[src/rtl/sample_packetizer.sv]
// Sample packetizer: buffers 48-bit samples in a circular FIFO and serializes
// them as 8-byte checksummed packets, interleaved with 2-byte line/frame
// marker packets, towards a byte-wide serial transmitter.
module sample_packetizer #(
  parameter int         FIFO_WIDTH = 5,
  parameter logic [7:0] SYNC_BYTE  = 8'hAA,
  parameter logic [7:0] LINE_BYTE  = 8'hB1,
  parameter logic [7:0] FRAME_BYTE = 8'hB2
) (
  input  logic        clk,
  input  logic        rst,
  input  logic        din_valid,
  input  logic [47:0] din,
  input  logic        new_line,
  input  logic        new_frame,
  input  logic        tx_busy,
  output logic [7:0]  tx_data,
  output logic        new_tx_data,
  output logic        writing_done,
  output logic        new_line_done,
  output logic        new_frame_done,
  output logic        full,
  output logic        empty,
  output logic        overflow
);

  localparam int                  DEPTH     = 1 << FIFO_WIDTH;
  localparam logic [FIFO_WIDTH:0] DEPTH_CNT = (FIFO_WIDTH + 1)'(DEPTH);

  typedef enum logic [1:0] {IDLE, LOAD, SEND, GAP} state_t;

  state_t                state_reg, state_next;

  logic [47:0]           mem [DEPTH];
  logic [47:0]           rd_data_reg;
  logic [FIFO_WIDTH-1:0] wr_ptr_reg, rd_ptr_reg;
  logic [FIFO_WIDTH:0]   count_reg, count_next;
  logic                  full_reg, empty_reg, overflow_reg, writing_done_reg;

  logic [47:0]           shadow_reg;
  logic [7:0]            checksum_reg;
  logic [2:0]            idx_reg;
  logic                  marker_reg, frame_kind_reg;
  logic                  line_pend_reg, frame_pend_reg;
  logic                  line_pend_next, frame_pend_next;

  logic                  wr_en, pop, rd_fetch;
  logic                  start_marker, start_frame, send_byte;
  logic                  last_byte, line_done, frame_done;
  logic [7:0]            cur_byte;

  // A sample is accepted only against the registered full flag.
  assign wr_en = din_valid & ~full_reg;

  // The buffered word is retired only after its last byte has gone out, so
  // full/empty always describe samples that are still unsent.
  assign last_byte  = (idx_reg == (marker_reg ? 3'd1 : 3'd7));
  assign pop        = (state_reg == GAP) & last_byte & ~marker_reg;
  assign line_done  = (state_reg == GAP) & last_byte & marker_reg & ~frame_kind_reg;
  assign frame_done = (state_reg == GAP) & last_byte & marker_reg & frame_kind_reg;

  // Occupancy update: a simultaneous write and retire leaves count unchanged.
  always_comb begin
    count_next = count_reg;
    case ({wr_en, pop})
      2'b10:   count_next = count_reg + 1'b1;
      2'b01:   count_next = count_reg - 1'b1;
      default: count_next = count_reg;
    endcase
  end

  // Marker requests: repeats are absorbed; a frame supersedes a line; a new
  // request in the completion cycle re-arms the flag.
  always_comb begin
    frame_pend_next = (frame_pend_reg & ~frame_done) | new_frame;
    line_pend_next  = ((line_pend_reg & ~line_done) | new_line) & ~frame_pend_next;
  end

  // Buffer storage with registered read port (block RAM friendly, no reset).
  always_ff @(posedge clk) begin
    if (wr_en) begin
      mem[wr_ptr_reg] <= din;
    end
    if (rd_fetch) begin
      rd_data_reg <= mem[rd_ptr_reg];
    end
  end

  // Buffer pointers, count, status flags and write acknowledge.
  always_ff @(posedge clk) begin
    if (rst) begin
      wr_ptr_reg       <= '0;
      rd_ptr_reg       <= '0;
      count_reg        <= '0;
      full_reg         <= 1'b0;
      empty_reg        <= 1'b1;
      overflow_reg     <= 1'b0;
      writing_done_reg <= 1'b0;
      line_pend_reg    <= 1'b0;
      frame_pend_reg   <= 1'b0;
    end else begin
      if (wr_en) begin
        wr_ptr_reg <= wr_ptr_reg + 1'b1;
      end
      if (pop) begin
        rd_ptr_reg <= rd_ptr_reg + 1'b1;
      end
      count_reg        <= count_next;
      full_reg         <= (count_next == DEPTH_CNT);
      empty_reg        <= (count_next == '0);
      overflow_reg     <= overflow_reg | (din_valid & full_reg);
      writing_done_reg <= wr_en;
      line_pend_reg    <= line_pend_next;
      frame_pend_reg   <= frame_pend_next;
    end
  end

  // FSM state register.
  always_ff @(posedge clk) begin
    if (rst) begin
      state_reg <= IDLE;
    end else begin
      state_reg <= state_next;
    end
  end

  // FSM next state: markers only start on an empty buffer so they never
  // overtake buffered samples.
  always_comb begin
    state_next   = state_reg;
    rd_fetch     = 1'b0;
    start_marker = 1'b0;
    start_frame  = 1'b0;
    send_byte    = 1'b0;
    case (state_reg)
      IDLE: begin
        if (frame_pend_reg && empty_reg) begin
          start_marker = 1'b1;
          start_frame  = 1'b1;
          state_next   = SEND;
        end else if (line_pend_reg && empty_reg) begin
          start_marker = 1'b1;
          state_next   = SEND;
        end else if (!empty_reg) begin
          rd_fetch   = 1'b1;
          state_next = LOAD;
        end
      end
      LOAD: state_next = SEND;
      SEND: begin
        if (!tx_busy) begin
          send_byte  = 1'b1;
          state_next = GAP;
        end
      end
      GAP: state_next = last_byte ? IDLE : SEND;
      default: state_next = IDLE;
    endcase
  end

  // Packet context: byte index, packet kind, shadow word and checksum.
  always_ff @(posedge clk) begin
    if (rst) begin
      idx_reg        <= '0;
      marker_reg     <= 1'b0;
      frame_kind_reg <= 1'b0;
      shadow_reg     <= '0;
      checksum_reg   <= '0;
    end else begin
      if (state_reg == IDLE) begin
        idx_reg        <= '0;
        marker_reg     <= start_marker;
        frame_kind_reg <= start_frame;
      end
      if (state_reg == LOAD) begin
        shadow_reg   <= rd_data_reg;
        checksum_reg <= rd_data_reg[47:40] ^ rd_data_reg[39:32] ^ rd_data_reg[31:24] ^
                        rd_data_reg[23:16] ^ rd_data_reg[15:8]  ^ rd_data_reg[7:0];
      end
      if (state_reg == GAP && !last_byte) begin
        idx_reg <= idx_reg + 3'd1;
      end
    end
  end

  // Byte selection for the current packet position.
  always_comb begin
    cur_byte = SYNC_BYTE;
    if (idx_reg != 3'd0) begin
      if (marker_reg) begin
        cur_byte = frame_kind_reg ? FRAME_BYTE : LINE_BYTE;
      end else begin
        case (idx_reg)
          3'd1:    cur_byte = shadow_reg[47:40];
          3'd2:    cur_byte = shadow_reg[39:32];
          3'd3:    cur_byte = shadow_reg[31:24];
          3'd4:    cur_byte = shadow_reg[23:16];
          3'd5:    cur_byte = shadow_reg[15:8];
          3'd6:    cur_byte = shadow_reg[7:0];
          3'd7:    cur_byte = checksum_reg;
          default: cur_byte = SYNC_BYTE;
        endcase
      end
    end
  end

  // Strobe and completion pulses follow the FSM directly, so a strobe can
  // never coincide with tx_busy, and reset silences them immediately.
  assign new_tx_data    = send_byte & ~rst;
  assign tx_data        = new_tx_data ? cur_byte : 8'h00;
  assign new_line_done  = line_done & ~rst;
  assign new_frame_done = frame_done & ~rst;
  assign writing_done   = writing_done_reg;
  assign full           = full_reg;
  assign empty          = empty_reg;
  assign overflow       = overflow_reg;

endmodule

[config.mk]
export PLATFORM = sky130hd
export DESIGN_NAME = sample_packetizer
export DESIGN_NICKNAME = d
export VERILOG_FILES = /design/src/rtl/sample_packetizer.sv
export SDC_FILE = /design/constraint.sdc
export NUM_CORES = 2
export LEC_CHECK = 0
export ABC_CLOCK_PERIOD_IN_PS = 7700
export BUFFER_PORTS_ARGS = -buffer_cell sky130_fd_sc_hd__buf_4
export CAP_MARGIN = 20
export CORE_MARGIN = 3
export CORE_UTILIZATION = 35
export DETAILED_ROUTE_END_ITERATION = 8
export SLEW_MARGIN = 40
export SYNTH_ARGS = -nofsm -noshare
export SYNTH_HDL_FRONTEND = slang
export SYNTH_SLANG_ARGS = --single-unit
[constraint.sdc]
create_clock -name clk -period 7.7 [get_ports clk]
set_clock_uncertainty 0.05 [all_clocks]
set_input_delay 0 -clock clk [delete_from_list [all_inputs] [get_ports clk]]
set_output_delay 0 -clock clk [all_outputs]
set_load 0.05 [all_outputs]
==> reports/qor.txt <==
Height of the die -> 433.4 um
Ys flop type -> edfxtp_1
Syn nets -> 2883
CP bufs+invs -> 3
Mux share of post-synthesis cell area -> 0.1783
Initial drt markers -> 3298
Area delta synth->final -> 16.36%
RR Startpoint -> rd_ptr_reg[1]
RSZ-0062 raised after global routing -> no
Largest net degree at the start of global routing -> 133
DR vias/cell -> 5.426
Fin Setup TNS -> 0 ns
Gr ovfl total -> 0
Clk sinks -> 1669
Setup crit end kind -> flop
Peak VDD IR -> 0.2342 mV
Final ANT Viol Nets -> 0
Max Cap Viol -> 0
Reg2Reg Depth -> 6
Wire per inst -> 29.10 um
Worst setup margin -> 4.077 ns
CTS H-Tree Depth -> 4
Io pins -> 69
Slowest-stage cell, CP -> dfxtp_4
First-pass GRT wire length -> 229700 um
Largest register FFs -> 1536
Post-route minimum period -> 3.623 ns
Pre-antenna DRT Iters -> 6
Synthesized instance count -> 2816
Final max-slew violation count -> 0
Routability congestion estimate -> 0.7527
Pre-CTS setup slack -> 4.087 ns
Headroom to the max-slew limit -> 0.4244
Post-synthesis sequential area ratio -> 0.7704
Core area -> 181100 um^2
Crit-path max FO -> 35
Slowest stage delay, CP -> 0.71 ns
#FFs+latches synth -> 1669
Reg2reg end -> rd_data_reg[29]
Mean Syn Cell Area -> 22.71 um^2
I/O Buffers -> 68
Fillers -> 15630
Setup violators final -> 0
Ys Warns -> 0
Status -> complete, no violations
Netlist cell types -> 53
Setup CP Type -> flop to flop
Delay-heaviest family, CP -> buffers and inverters
Final nets -> 3120
Clock tree buffer depth -> 3
HP Start -> din[11]
R2R setup slack -> 4.08 ns
Min-delay worst type -> primary input to flop
Crit share post-route -> 0.4705
Leakage -> 0.02227 uW
Synth Area in Simple Gates -> 0.01753
CTS tree -> built
Adder-Cell Fraction of Synth Area -> 0.002544
Worst-Skew Late Latency -> 0.80 ns
Clock root buffer master -> clkbuf_16
Fmax -> 276.0 MHz
Vias in the first global route -> 30620
Synthesized area -> 63950 um^2
Endpoints failing hold -> 0
Worst path arrival time -> 4.10 ns
Die area -> 187900 um^2
Total CTS buffers -> 171
Placement Rows -> 156
WHS Endpoint -> mem[17][11]
Hold Crit Depth -> 2
Worst slew pin tran -> 0.8634 ns
EDFF count, synth -> 1584
Largest family of logic cells by synthesized area -> multiplexers
Die Width -> 433.4 um
Routed WL -> 162100 um
CP Cell Sequence -> buf_12 -> buf_4 -> buf_4 -> mux4_2 -> mux4_2 -> mux2_2
Final design utilization -> 0.4108
Synth Area in Compound Gates -> 0.01272
Startpoint types -> flop
HPWL after detailed placement -> 85680 um
Multi-input gate area -> 14220 um^2
Post-synthesis xor/xnor area fraction -> 0.007259
WHS -> 0.09659 ns
DR vias -> 30220
Reg clk slew, reported paths -> 0.06 ns
Initial antenna violation count -> 14
FFs w/ async S/R, synth -> 0
Residual DRC -> 0
WP data required -> 8.18 ns
Initial Utilization -> 0.3530
P per Cell Area -> 253.5 nW/um^2
Sequential Area -> 49290 um^2
Gr usage total -> 0.1734
Layout cells sized above 1 -> 0.3041
[power breakdown]
group	internal, uW	leakage [uW]	switching [uW]	total, uW
combinational	206	0.00460	375	581
sequential	10100	0.0150	118	10200
clock	4610	0.00269	3490	8100
[worst reg2reg max path, stage by stage (launching register included)]
cell	delay, ns
dfxtp_4	0.71
buf_12	0.29
buf_4	0.53
buf_4	0.57
mux4_2	0.43
mux4_2	0.51
mux2_2	0.29
[cells in the final DEF (no fill, tap or decap), types with 13 or more instances in the layout]
| cell type | Yosys | layout |
|---|---|---|
| a21oi_1 | 72 | 72 |
| buf_16 | 0 | 19 |
| buf_4 | 14 | 105 |
| buf_6 | 3 | 16 |
| bufinv_16 | 0 | 14 |
| clkbuf_1 | 98 | 38 |
| clkbuf_16 | 0 | 172 |
| clkinv_1 | 1 | 40 |
| clkinv_2 | 0 | 36 |
| dfxtp_1 | 85 | 80 |
| dlygate4sd3_1 | 0 | 61 |
| edfxtp_1 | 1584 | 1584 |
| ha_1 | 13 | 13 |
| mux2_2 | 49 | 49 |
| mux4_2 | 480 | 480 |
| nand2_1 | 120 | 120 |
| nor2_1 | 79 | 49 |
| nor2_4 | 0 | 30 |
| xnor2_1 | 43 | 43 |
[layer usage]
layer / vias up / GRT usage / wire length [um]
met1: 16430 / 0.2339 / 66660
met3: 276 / 0.04028 / 11730
met2: 1138 / 0.2782 / 78470
li1: 12360 / - / -
met4: 12 / 0.05766 / 5147
met5: - / 0 / 69
[per-stage QoR]
stage	instance area (um^2)	total power [uW]	std cells
global route	74410	19450	5569
floorplan	63950	10600	2816
detailed placement	68270	10930	5188
global placement	67530	10910	5159
CTS	74370	19020	5565
finish	74410	18860	5570
[worst max path at each step]
stage | slack [ns] | from | end | depth (start not counted)
final | 4.08 | rd_ptr_reg[1] | rd_data_reg[29] | 6
after global routing | 3.61 | state_reg[1] | full | 10
after CTS | 4.08 | rd_ptr_reg[1] | rd_data_reg[29] | 6
after detailed placement | 4.09 | rd_ptr_reg[1] | rd_data_reg[29] | 6
after global placement | 4.01 | rd_ptr_reg[1] | rd_data_reg[29] | 5
after floorplan | 2.34 | full | mem[23][0] | 4
[cell type report]
cell class,instances,area share
flip-flops and latches,1669,0.6624
multi-input cells,984,0.1911
clock buffers,210,0.05976
well taps,2370,0.03985
repair buffers,218,0.03229
clock inverters,106,0.01406
inverters,9,0.0004540
diodes,4,0.0001345
[cell usage after synthesis, drive strengths merged (4+ instances only)]
library cell | number | area share
a22oi | 5 | 0.00059
nand2b | 6 | 0.00059
mux2i | 4 | 0.00063
clkbuf | 98 | 0.0058
a21oi | 72 | 0.0056
nor2b | 8 | 0.00078
ha | 13 | 0.0025
nor2 | 79 | 0.0046
xnor2 | 43 | 0.0059
dfxtp | 85 | 0.027
mux4 | 480 | 0.17
nand4 | 5 | 0.00049
a31oi | 4 | 0.00039
o21ai | 9 | 0.00070
mux2 | 49 | 0.0086
inv | 8 | 0.00047
nor3 | 5 | 0.00039
xor2 | 10 | 0.0014
nand3 | 6 | 0.00047
edfxtp | 1584 | 0.74
nand2 | 120 | 0.0070
a211oi | 12 | 0.0014
a222oi | 10 | 0.0016
buf | 56 | 0.0049
nor3b | 5 | 0.00059
[logic make-up (layout without fill, tap and decap cells)]
logic type | Yosys count | after routing
fa+ha+maj | 13 | 13
mux | 533 | 533
compound gates | 130 | 130
simple gates | 255 | 255
buf+inv | 163 | 543
other cells | 0 | 4
flops | 1669 | 1669
xor+xnor | 53 | 53
[what timing repair did]
action	in CTS	in global routing
buffers inserted	0	0
resized for setup	0	0
endpoints found under the setup margin	0	0
hold buffers	61	0
hold endpoints to repair	1620	0
Note: power is estimated with default switching activity, not from simulation.
